--- config.mk ---
export PLATFORM = sky130hd
export DESIGN_NAME = iter_alu
export DESIGN_NICKNAME = d
export VERILOG_FILES = /design/src/rtl/alu_pkg.sv /design/src/rtl/alu_muldiv.sv /design/src/rtl/iter_alu.sv
export SDC_FILE = /design/constraint.sdc
export NUM_CORES = 1
export LEC_CHECK = 0
export BUFFER_PORTS_ARGS = -buffer_cell sky130_fd_sc_hd__buf_2
export CORE_MARGIN = 1.5
export CORE_UTILIZATION = 50
export CTS_CLUSTER_SIZE = 14
export DETAILED_ROUTE_END_ITERATION = 10
export PLACE_DENSITY = 0.67
export SYNTH_ARGS = -nofsm -noshare
export SYNTH_HDL_FRONTEND = slang
export SYNTH_SLANG_ARGS = --single-unit
--- constraint.sdc ---
create_clock -name clk -period 3.73 [get_ports clk]
set_input_delay 0.373 -clock clk [delete_from_list [all_inputs] [get_ports clk]]
set_output_delay 0.373 -clock clk [all_outputs]
set_load 0.03 [all_outputs]
--- src/rtl/alu_pkg.sv ---
// Shared definitions for the iterative ALU.
//   ALU_WIDTH : default operand/result width
//   OP_*      : 4-bit opcode encodings (1101-1111 are undefined)
//   state_t   : controller states
package alu_pkg;

  localparam int ALU_WIDTH = 32;

  localparam logic [3:0] OP_AND  = 4'b0000;
  localparam logic [3:0] OP_OR   = 4'b0001;
  localparam logic [3:0] OP_ADD  = 4'b0010;
  localparam logic [3:0] OP_XOR  = 4'b0011;
  localparam logic [3:0] OP_SLL  = 4'b0100;
  localparam logic [3:0] OP_SRL  = 4'b0101;
  localparam logic [3:0] OP_SUB  = 4'b0110;
  localparam logic [3:0] OP_SRA  = 4'b0111;
  localparam logic [3:0] OP_MUL  = 4'b1000;
  localparam logic [3:0] OP_DIV  = 4'b1001;
  localparam logic [3:0] OP_SLT  = 4'b1010;
  localparam logic [3:0] OP_SLTU = 4'b1011;
  localparam logic [3:0] OP_DIVU = 4'b1100;

  typedef enum logic [1:0] {
    S_IDLE = 2'd0,
    S_BUSY = 2'd1,
    S_DONE = 2'd2
  } state_t;

endpackage

--- src/rtl/alu_muldiv.sv ---
// Iterative multiplier (shift-add, low WIDTH bits) and, when ITER_ALU_DIV_EN
// is defined, restoring divider (signed/unsigned). One iteration per clock,
// exactly WIDTH iterations per operation.
//   clk, rst_n      : clock, async active-low reset
//   start           : load operands and begin (one cycle pulse)
//   kill            : abandon any operation in flight
//   div_op          : (ITER_ALU_DIV_EN only) operation is a divide
//   div_signed      : (ITER_ALU_DIV_EN only) signed divide
//   a, b            : operands
//   done            : high during the final iteration cycle
//   res             : final result, valid while done is high
module alu_muldiv
  import alu_pkg::*;
#(
  parameter int WIDTH = ALU_WIDTH
) (
  input  logic             clk,
  input  logic             rst_n,
  input  logic             start,
  input  logic             kill,
`ifdef ITER_ALU_DIV_EN
  input  logic             div_op,
  input  logic             div_signed,
`endif
  input  logic [WIDTH-1:0] a,
  input  logic [WIDTH-1:0] b,
  output logic             done,
  output logic [WIDTH-1:0] res
);

  localparam int CW = $clog2(WIDTH);

  logic          busy;
  logic [CW-1:0] cnt;
  logic          last;

  logic [WIDTH-1:0] acc, mcand, mplr;
  logic [WIDTH-1:0] acc_nxt;

  // Down-counter loaded with WIDTH-1; terminal count marks the last iteration.
  assign last    = busy && (cnt == '0);
  assign done    = last;
  assign acc_nxt = mplr[0] ? (acc + mcand) : acc;

`ifdef ITER_ALU_DIV_EN
  logic             is_div, neg, dz;
  logic [WIDTH:0]   rem, rem_sh, diff, rem_nxt;
  logic [WIDTH-1:0] quo, dvsr, quo_nxt, a_mag, b_mag, div_q;
  logic             ge;

  // Signed divide runs on magnitudes; the sign is reapplied at the end.
  // The most-negative / -1 case falls out as 2^(WIDTH-1) negated, i.e. itself.
  assign a_mag   = (div_signed && a[WIDTH-1]) ? (~a + WIDTH'(1)) : a;
  assign b_mag   = (div_signed && b[WIDTH-1]) ? (~b + WIDTH'(1)) : b;
  assign rem_sh  = {rem[WIDTH-1:0], quo[WIDTH-1]};
  assign diff    = rem_sh - {1'b0, dvsr};
  assign ge      = ~diff[WIDTH];
  assign rem_nxt = ge ? diff : rem_sh;
  assign quo_nxt = {quo[WIDTH-2:0], ge};
  // Divide by zero must give all ones regardless of dividend sign.
  assign div_q   = dz  ? '1 : (neg ? (~quo_nxt + WIDTH'(1)) : quo_nxt);
  assign res     = is_div ? div_q : acc_nxt;
`else
  assign res     = acc_nxt;
`endif

  always_ff @(posedge clk or negedge rst_n) begin
    if (!rst_n) begin
      busy  <= 1'b0;
      cnt   <= '0;
      acc   <= '0;
      mcand <= '0;
      mplr  <= '0;
`ifdef ITER_ALU_DIV_EN
      is_div <= 1'b0;
      neg    <= 1'b0;
      dz     <= 1'b0;
      rem    <= '0;
      quo    <= '0;
      dvsr   <= '0;
`endif
    end else if (kill) begin
      busy <= 1'b0;
      cnt  <= '0;
    end else if (start) begin
      busy  <= 1'b1;
      cnt   <= CW'(WIDTH-1);
      acc   <= '0;
      mcand <= a;
      mplr  <= b;
`ifdef ITER_ALU_DIV_EN
      is_div <= div_op;
      neg    <= div_signed && (a[WIDTH-1] ^ b[WIDTH-1]);
      dz     <= (b == '0);
      rem    <= '0;
      quo    <= a_mag;
      dvsr   <= b_mag;
`endif
    end else if (busy) begin
      acc   <= acc_nxt;
      mcand <= {mcand[WIDTH-2:0], 1'b0};
      mplr  <= {1'b0, mplr[WIDTH-1:1]};
      cnt   <= cnt - CW'(1);
      if (last) busy <= 1'b0;
`ifdef ITER_ALU_DIV_EN
      rem <= rem_nxt;
      quo <= quo_nxt;
`endif
    end
  end

endmodule

--- src/rtl/iter_alu.sv ---
// Iterative ALU with valid/ready handshakes on request and result.
// Logic/shift/add/compare ops finish in one cycle; MUL (and DIV/DIVU when
// ITER_ALU_DIV_EN is defined) take WIDTH iterations in alu_muldiv.
// Without ITER_ALU_DIV_EN, DIV/DIVU behave as undefined opcodes.
//   clk, rst_n            : clock, async active-low reset
//   in_valid / in_ready   : request handshake
//   select, data1, data2  : opcode and operands, captured on accept
//   flush                 : synchronous abort, highest priority
//   out_valid / out_ready : result handshake
//   result, err           : registered result and undefined-opcode flag
//
// state  | meaning
// S_IDLE | waiting for a request, in_ready high
// S_BUSY | multi-cycle operation iterating in alu_muldiv
// S_DONE | result presented, waiting for out_ready
module iter_alu
  import alu_pkg::*;
#(
  parameter int WIDTH = ALU_WIDTH
) (
  input  logic             clk,
  input  logic             rst_n,
  input  logic             in_valid,
  output logic             in_ready,
  input  logic [3:0]       select,
  input  logic [WIDTH-1:0] data1,
  input  logic [WIDTH-1:0] data2,
  input  logic             flush,
  output logic             out_valid,
  input  logic             out_ready,
  output logic [WIDTH-1:0] result,
  output logic             err
);

  localparam int SHW = $clog2(WIDTH);

  if (WIDTH < 8 || (WIDTH & (WIDTH - 1)) != 0) begin : g_width_check
    $error("iter_alu: WIDTH must be a power of two, at least 8");
  end

  state_t           state;
  logic [WIDTH-1:0] op_res, md_res;
  logic             op_err, op_multi, md_done, accept;
  logic [SHW-1:0]   shamt;

  assign shamt  = data2[SHW-1:0];
  assign accept = in_valid && in_ready && !flush;

  always_comb begin
    op_res   = '0;
    op_err   = 1'b0;
    op_multi = 1'b0;
    case (select)
      OP_AND:  op_res = data1 & data2;
      OP_OR:   op_res = data1 | data2;
      OP_ADD:  op_res = data1 + data2;
      OP_XOR:  op_res = data1 ^ data2;
      OP_SLL:  op_res = data1 << shamt;
      OP_SRL:  op_res = data1 >> shamt;
      OP_SUB:  op_res = data1 - data2;
      OP_SRA:  op_res = $signed(data1) >>> shamt;
      OP_SLT:  op_res = {{(WIDTH-1){1'b0}}, ($signed(data1) < $signed(data2))};
      OP_SLTU: op_res = {{(WIDTH-1){1'b0}}, (data1 < data2)};
      OP_MUL:  op_multi = 1'b1;
`ifdef ITER_ALU_DIV_EN
      OP_DIV, OP_DIVU: op_multi = 1'b1;
`endif
      default: op_err = 1'b1;
    endcase
  end

  alu_muldiv #(.WIDTH(WIDTH)) u_muldiv (
    .clk        (clk),
    .rst_n      (rst_n),
    .start      (accept && op_multi),
    .kill       (flush),
`ifdef ITER_ALU_DIV_EN
    .div_op     ((select == OP_DIV) || (select == OP_DIVU)),
    .div_signed (select == OP_DIV),
`endif
    .a          (data1),
    .b          (data2),
    .done       (md_done),
    .res        (md_res)
  );

  always_ff @(posedge clk or negedge rst_n) begin
    if (!rst_n) begin
      state     <= S_IDLE;
      in_ready  <= 1'b1;
      out_valid <= 1'b0;
      result    <= '0;
      err       <= 1'b0;
    end else if (flush) begin
      state     <= S_IDLE;
      in_ready  <= 1'b1;
      out_valid <= 1'b0;
    end else begin
      case (state)
        S_IDLE: begin
          if (in_valid) begin
            in_ready <= 1'b0;
            if (op_multi) begin
              state <= S_BUSY;
            end else begin
              state     <= S_DONE;
              out_valid <= 1'b1;
              result    <= op_res;
              err       <= op_err;
            end
          end
        end
        S_BUSY: begin
          if (md_done) begin
            state     <= S_DONE;
            out_valid <= 1'b1;
            result    <= md_res;
            err       <= 1'b0;
          end
        end
        S_DONE: begin
          if (out_ready) begin
            state     <= S_IDLE;
            out_valid <= 1'b0;
            in_ready  <= 1'b1;
          end
        end
        default: begin
          state     <= S_IDLE;
          in_ready  <= 1'b1;
          out_valid <= 1'b0;
        end
      endcase
    end
  end

endmodule

# After elaboration in Yosys (flattened, before gate mapping)
# Index checks and enable logic that the tools add are counted.
# W data, S select, Z words.
[totals] register_bits=139 latchBits=0 ramBits=0 mem_bits_ro=0 in_bits=73 out_inout_bits=35 wordCells=101 memories=0
[classes] n_addsub=4 multipliers=0 div_mod_pow=0 order_cmp=2 n_eq_ne=20 shift=3 n_mux=41 n_bitwise=4 reduce_logical=17
[op_table] op="$mux W32" count=10
[op_table] op="$pmux W32 S10" count=1
[op_table] op="$add A32 B32 Y32" count=2
[op_table] op="$lt A32 B32 Y1" count=2
[op_table] op="$pmux W32 S2" count=1
[op_table] op="$and A32 B32 Y32" count=1
[op_table] op="$or A32 B32 Y32" count=1
[op_table] op="$shl A32 B5 Y32" count=1
[op_table] op="$shr A32 B5 Y32" count=1
[op_table] op="$sshr A32 B5 Y32" count=1
[op_table] op="$sub A32 B32 Y32" count=1
[op_table] op="$xor A32 B32 Y32" count=1
[op_table] op="$mux W1" count=17
[op_table] op="$eq A4 B3 Y1 const B" count=4
[op_table] op="$mux W5" count=3
[op_table] op="$eq A4 B4 Y1 const B" count=3
[op_table] op="$ne A3 B3 Y1 const B" count=4
[op_table] op="$reduce_or A11 Y1" count=1
[op_table] op="$mux W2" count=5
[op_table] op="$eq A4 B2 Y1 const B" count=2
[op_table] op="$ne A2 B2 Y1 const B" count=4
[op_table] op="$pmux W1 S3" count=2
[op_table] op="$pmux W2 S3" count=1
[op_table] op="$reduce_and A3 Y1" count=2
[op_table] op="other kinds (16)" count=20

# Depth between registers and ports, before layout
# Gate-level depths: netlist of the first run.
[logic_depth] depth_word=6 depth_mapped=16 depth_no_buf=14

# Modules after synthesis
# Synthesis of the first run repeated with hierarchy kept, for this count alone.
[unflattened] hier_cells=2264 area_unflattened_um2=17493.0
[by_module_without_submodules] module="iter_alu" instances=1 cells_per_inst=1579 area_per_inst_um2=11054.4
[by_module_without_submodules] module="alu_muldiv" instances=1 cells_per_inst=685 area_per_inst_um2=6438.7

# Least setup slack after synthesis of the first run
# OpenSTA, ideal clock, no wires.
[synth_timing] path_kind="input to register" startpoint="input port data2[2]" endpoint="register result[31]" setup_time_ns=0.138 arrival_ns=3.491 setup_slack_ns=0.101 stages=15 path_cell_list="buf_2 -> clkinv_1 -> buf_1 -> clkbuf_1 -> ha_1 -> buf_4 -> and4_1 -> o31ai_2 -> a21oi_2 -> a311o_1 -> a41o_1 -> a21oi_1 -> nor4b_1 -> a211oi_1 -> o211ai_1"
[synth_via] elab_chain_len=5 elab_cells_between_ends=9
[synth_rtl] element="start: declaration" line_no="iter_alu.sv:27" rtl="input logic [WIDTH-1:0] data2,"
[synth_rtl] element="$sub A32 B32 Y32 (tied with other cells)" line_no="iter_alu.sv:60" rtl="OP_SUB: op_res = data1 - data2;"
[synth_rtl] element="$pmux W32 S10 *" line_no="iter_alu.sv:53" rtl="case (select)"
[synth_rtl] element="$mux W32 *" line_no="iter_alu.sv:103" rtl="if (op_multi) begin"
[synth_rtl] element="$mux W32 *" line_no="iter_alu.sv:101" rtl="if (in_valid) begin"
[synth_rtl] element="$pmux W32 S2 *" line_no="iter_alu.sv:99" rtl="case (state)"
[synth_rtl] element="end signal: assignment" line_no="iter_alu.sv:108" rtl="result <= op_res;"
[synth_rtl] element="end signal: assignment" line_no="iter_alu.sv:117" rtl="result <= md_res;"
[synth_rtl] element="end: declaration" line_no="iter_alu.sv:31" rtl="output logic [WIDTH-1:0] result,"
# Mark *: on every way between the ends. The rest lies on a longest branch, timed or not. The select of a mux whose other input is x is not followed.
# A chain may end at the register's enable or synchronous reset.

# Worst setup path after layout of the first run
[layout_timing] startpoint="register u_muldiv.mcand[0]" endpoint="register result[22]"
[layout_via] elab_chain_len=4
[layout_rtl] element="start: declaration" line_no="alu_muldiv.sv:37" rtl="logic [WIDTH-1:0] acc, mcand, mplr;"
[layout_rtl] element="start signal: assignment" line_no="alu_muldiv.sv:101" rtl="mcand <= {mcand[WIDTH-2:0], 1'b0};"
[layout_rtl] element="$add A32 B32 Y32" line_no="alu_muldiv.sv:43" rtl="assign acc_nxt = mplr[0] ? (acc + mcand) : acc;"
[layout_rtl] element="$mux W32" line_no="alu_muldiv.sv:43"
[layout_rtl] element="$mux W32" line_no="iter_alu.sv:114" rtl="if (md_done) begin"
[layout_rtl] element="$pmux W32 S2" line_no="iter_alu.sv:99"
# Every way passes these cells. The select of a mux whose other input is x is not followed.

==> reports/metrics.cfg, run 1 <==
[detailed_routing]
wl_per_cell_um = 26.2
wl_um = 72100
drt_iter0_drc = 2505
dr.pass1.iters = 6
routed_via_density = 6.67
vias = 18339
post-route-drc-count = 0
detail-route-antenna-nets = 0

[synthesis]
ys_seq_area_share_pct = 20.7
async_flop_share_pct = 100
synth_edf_count = 0
synth_cell_types = 103
syn_area_um2 = 16800
syn_nets = 2406
syn_inst = 2197
avgSynthCellArea_um2 = 7.65
ys_ff_latch = 139
yosys_warnings = 0
synth_flop_cell = dfrtp_1

[setup_path]
cp-start-kind = flop
reg2reg_setup_slack_ns = 0.25
worstPathRequired_ns = 4.07
rr_startpoint = u_muldiv.mcand[0]$_DFFE_PN0P_
r2r-end = result[22]$_DFFE_PN0P_
cp_max_fo = 4
criticalPathCategory = reg2reg
crit_path_top_delay_cell = fa_1
reg2reg_depth = 12
cp_common_cell = a21oi_1
arrival_ns = 3.83
cpPeakStageDelay_ns = 0.42
crit_path_end_kind = flop
path_cells = ha_1 > fa_1 > a21oi_1 > o22a_1 > o22ai_1 > o211a_1 > nor2_2 > nor2_1 > o311a_1 > a21oi_1 > o21ai_0 > a21o_1

[final_layout]
area_growth_pct = 12.5
final_area_um2 = 18900
nFillCells = 3099
mostFrequentLayoutCells = nand2_1 (246), o21ai_0 (214), nor2_1 (208)
final_layout_size_suffix_gt1_share_pct = 14.9
nets = 2504
final_core_util_pct = 57.7
num_antenna_cells = 0
final_common_cell = nand2_1

[sta]
rsz0062_at_grt = false
period_share_pct = 93.4
finalCriticalPeriod_ns = 3.48
hold_viol = 14
skew_ns = 0.0118
relSlewSlack_pct = 29.4
tns_ns = 0
fmax_ghz = 0.287
slew_viol_final = 0
finalSetupViolCount = 0
hold_ws_ns = -0.0351
tightestPinTransition_ns = 1.05

[outcome]
run_status = complete, but fails checks
violations = negative hold slack

[job]
maxCapViolCount = 0

[global_route]
antenna_found_initial = 1
grt_pass1_wl_um = 109000
grt_overflow = 0
grt.total_usage_pct = 40.9
grt_pass1_vias = 17579
grt_max_degree = 81

[pwr]
ir_drop_uv = 352
power_mw = 5.67
power_leakage_nw = 8.46
p_per_area_nw_per_um2 = 300

[floorplanning]
start_util_pct = 51.3
io_pins = 108
dieHeight_um = 186
fp.coreArea_um2 = 32800
die_w_um = 186
rows = 66
die-area_um2 = 34700

[clocking]
numCtsBuffers = 17
clk_latency_ns = 0.46
cts_hold_buf = 0
post_cts_resized = 0
post_cts_buffers = 0
cts.root.buffer_cell = clkbuf_16
cts_tree = done
clk_path_buf_depth = 2
cts_sinks = 139
htree_levels = 4
clkTransAtPathRegs_ns = 0.06

[place]
port_buffers = 107
dp_hpwl_um = 54500
routabilityCongestion = 1.07
dpl-instance-area_um2 = 18300

[min_path]
hold_class = in2async

==> final cells by class <==
cell class	instances	area [um^2]	area share, %
inverters	118	443	2.34
well taps	442	553	2.93
clock buffers	18	429	2.27
clock inverters	14	208	1.10
repair buffers	230	1530	8.09
flip-flops and latches	139	3480	18.4
multi-input cells	1789	12300	64.9
==> report_power, final <==
group,total (mW),switching (mW),internal [mW]
combinational,2.08,1.37,0.703
sequential,1.66,0.0696,1.59
clock,1.93,0.794,1.14
total,5.67,2.24,3.43
==> how the worst max path moves through the flow <==
stage / startpoint / to / slack [ns]
6_report: u_muldiv.mcand[0]$_DFFE_PN0P_ / result[22]$_DFFE_PN0P_ / 0.25
5_1_grt: u_muldiv.mcand[0]$_DFFE_PN0P_ / result[22]$_DFFE_PN0P_ / 0.12
4_1_cts: u_muldiv.mcand[0]$_DFFE_PN0P_ / result[22]$_DFFE_PN0P_ / 0.30
3_5_place_dp: data2[1] / result[31]$_DFFE_PN0P_ / 0.15
3_3_place_gp: data2[1] / result[4]$_DFFE_PN0P_ / 0.07
2_1_floorplan: data2[2] / result[31]$_DFFE_PN0P_ / 0.10
==> through the flow <==
stage	setup slack [ns]	instances	hold WS, ns
2_1_floorplan	0.101	2197	0.0774
3_3_place_gp	0.0676	2718	0.458
3_5_place_dp	0.154	2718	0.469
4_1_cts	0.300	2750	0.00936
5_1_grt	0.121	2750	0.0398
6_report	0.248	2750	-0.0351
==> flip-flops by register name, summed over array words and instances, names as in the netlist, 2 cells and up <==
signal          cells
result             32
u_muldiv.acc       32
u_muldiv.mcand     32
u_muldiv.mplr      32
u_muldiv.cnt        5
state               2
==> critical path, delay by kind of cell, from the launching register on <==
family	cells	cell delay, ns
AO/OA/AOI/OAI	8	1.99
adder cells (fa/ha/maj)	2	0.67
flip-flops	1	0.41
AND/OR/NAND/NOR	2	0.30
==> metal layers <==
metal	up-vias	GRT usage (%)	share of wire, %
li1	8265	-	-
met1	8730	55.1	41
met2	1158	61.0	43
met3	186	9.99	11
met4	0	20.0	5.0
met5	-	0	0
==> cells in the mapped netlist, types with 19 or more instances <==
library cell	count	share of area [%]
a21oi_1	184	5.5
a31oi_1	26	0.97
ha_1	133	9.9
dfrtp_1	138	21
inv_1	117	2.6
o21ai_0	214	6.4
a21o_1	31	1.4
xnor2_1	27	1.4
nand3_1	28	0.83
nor3_1	37	1.1
a211oi_1	27	1.2
o221ai_1	23	1.2
nand2_1	246	5.5
buf_2	32	0.95
mux4_2	19	2.5
o211ai_1	27	1.2
nor2_1	208	4.6
a22oi_1	21	0.94
mux2i_1	163	9.7
clkbuf_1	96	2.1
==> logic make-up (layout without fill, tap and decap cells) <==
| kind of cell | count (synthesis) | count (layout) | synth area share (%) |
|---|---|---|---|
| AOI/OAI and AO/OA | 772 | 772 | 30.0 |
| and+or+nand+nor | 646 | 646 | 17.2 |
| buffers and inverters | 269 | 380 | 6.51 |
| muxes | 200 | 200 | 13.5 |
| DFF | 139 | 139 | 20.7 |
| adders and majority gates | 136 | 136 | 10.3 |
| xor gates and xnor gates | 35 | 35 | 1.82 |
No activity file was read; power rests on OpenSTA's default activity.
==> run 2: changes to the inputs <==
- CORE_MARGIN: 1.5 -> default
- HOLD_SLACK_MARGIN: default -> 0.12
- SKIP_CTS_REPAIR_TIMING: default -> 1
==> reports/metrics.cfg, run 2 (synthesized netlist as in run 1, its figures left out) <==
[outcome]
run_status = finished, final reports clean

[setup_path]
criticalPathCategory = reg2reg
r2r-end = result[28]$_DFFE_PN0P_
reg2reg_setup_slack_ns = 0.24
crit_path_end_kind = flop
cp-start-kind = flop
worstPathRequired_ns = 4.04
rr_startpoint = u_muldiv.mcand[0]$_DFFE_PN0P_
reg2reg_depth = 12
arrival_ns = 3.81
cp_max_fo = 4

[min_path]
hold_path_depth = 2
min_to = state[1]$_DFFE_PN0P_
hold_class = in2reg
hold_start = out_ready

[final_layout]
final_area_um2 = 19000
nFillCells = 3113
mostFrequentLayoutCells = nand2_1 (246), o21ai_0 (214), nor2_1 (208)
final_common_cell = nand2_1
final_layout_size_suffix_gt1_share_pct = 15.5
area_growth_pct = 13.3
nets = 2519

[clocking]
clk_latency_ns = 0.46
numCtsBuffers = 17
clkTransAtPathRegs_ns = 0.07
cts_sinks = 139
cts_tree = done
cts.root.buffer_cell = clkbuf_16
clk_path_buf_depth = 2
htree_levels = 4

[sta]
hold_ws_ns = 0.117
finalSetupViolCount = 0
timing.final.ws_setup_ns = 0.236
fmax_ghz = 0.286
slew_viol_final = 0
hold_viol = 0
tightestPinTransition_ns = 0.905
finalCriticalPeriod_ns = 3.49
tns_ns = 0
relSlewSlack_pct = 39.6
period_share_pct = 93.7
rsz0062_at_grt = false
skew_ns = 0.0114

[detailed_routing]
routed_via_density = 6.70
drt_iter0_drc = 2326
detail-route-antenna-nets = 0
vias = 18524
wl_um = 73400
post-route-drc-count = 0
wl_per_cell_um = 26.5
dr.pass1.iters = 6

[global_route]
grt_pass1_wl_um = 108000
grt_pass1_vias = 17167
grt_overflow = 0
grt_max_degree = 149
antenna_found_initial = 1
grt.total_usage_pct = 42.5

[pwr]
power_mw = 5.62
ir_drop_uv = 353
power_leakage_nw = 8.55
p_per_area_nw_per_um2 = 295

[place]
port_buffers = 107
dpl-instance-area_um2 = 18400
dp_hpwl_um = 55500
post-place-ws_ns = 0.0385
routabilityCongestion = 1.13

[floorplanning]
start_util_pct = 51.3
io_pins = 108
rows = 66
dieHeight_um = 185
fp.coreArea_um2 = 32800
die-area_um2 = 34400
die_w_um = 185

[job]
maxCapViolCount = 0

-- run 2: cell types whose count changed in the layout (fill, tap and decap cells not counted), moves of 2 or more --
cell / delta
buf_12: +2
inv_6: -2
bufinv_16: -2
inv_8: +3
clkinv_8: +3
buf_4: +12
-- run 2: how the worst max path moves through the flow --
stage	from	end	depth (start not counted)
floorplan	data2[2]	result[31]$_DFFE_PN0P_	15
global placement	data1[0]	result[18]$_DFFE_PN0P_	16
detailed placement	data2[1]	result[18]$_DFFE_PN0P_	14
CTS	u_muldiv.mcand[0]$_DFFE_PN0P_	result[18]$_DFFE_PN0P_	12
global route	u_muldiv.mcand[0]$_DFFE_PN0P_	result[28]$_DFFE_PN0P_	12
finish	u_muldiv.mcand[0]$_DFFE_PN0P_	result[28]$_DFFE_PN0P_	12
-- run 2: stage by stage --
step	cells	utilization (%)
after detailed placement	2732	56.1
after global routing	2765	58.1
after global placement	2732	56.1
final	2766	58.1
after floorplan	2197	-
after CTS	2764	58.0
-- run 2: layout make-up --
class / instances / area [um^2] / share of cell area, %
antenna: 1 / 2.50 / 0.0131
clock buffer: 17 / 425 / 2.23
clock inverter: 15 / 205 / 1.08
inverter: 118 / 443 / 2.33
multi-input combinational: 1789 / 12300 / 64.4
sequential: 139 / 3480 / 18.3
tap: 442 / 553 / 2.90
timing repair buffer: 245 / 1670 / 8.77
-- run 2: routing by layer --
layer / up-vias / GRT usage [%] / routed length [um]
li1: 8294 / - / -
met5: - / 0 / 13
met1: 8840 / 57.4 / 30500
met2: 1187 / 64.4 / 31600
met4: 2 / 18.5 / 3260
met3: 201 / 9.91 / 7990
-- run 2: report_power, final --
group	switching, mW	internal [mW]	leakage (nW)	total (mW)
clock	0.838	1.03	0.304	1.86
combinational	1.39	0.711	6.36	2.10
sequential	0.0640	1.59	1.89	1.66
total	2.29	3.33	8.55	5.62
-- run 2: worst max-delay path, stage by stage (launching register included) --
cell and delay [ns]:
dfrtp_1 0.41, ha_1 0.25, fa_1 0.41, a21oi_1 0.25, o22a_1 0.22, o22ai_1 0.14
o211a_1 0.31, nor2_2 0.24, o21ai_1 0.15, a31oi_1 0.22, xnor2_1 0.09, mux2i_1 0.44
o221ai_1 0.21
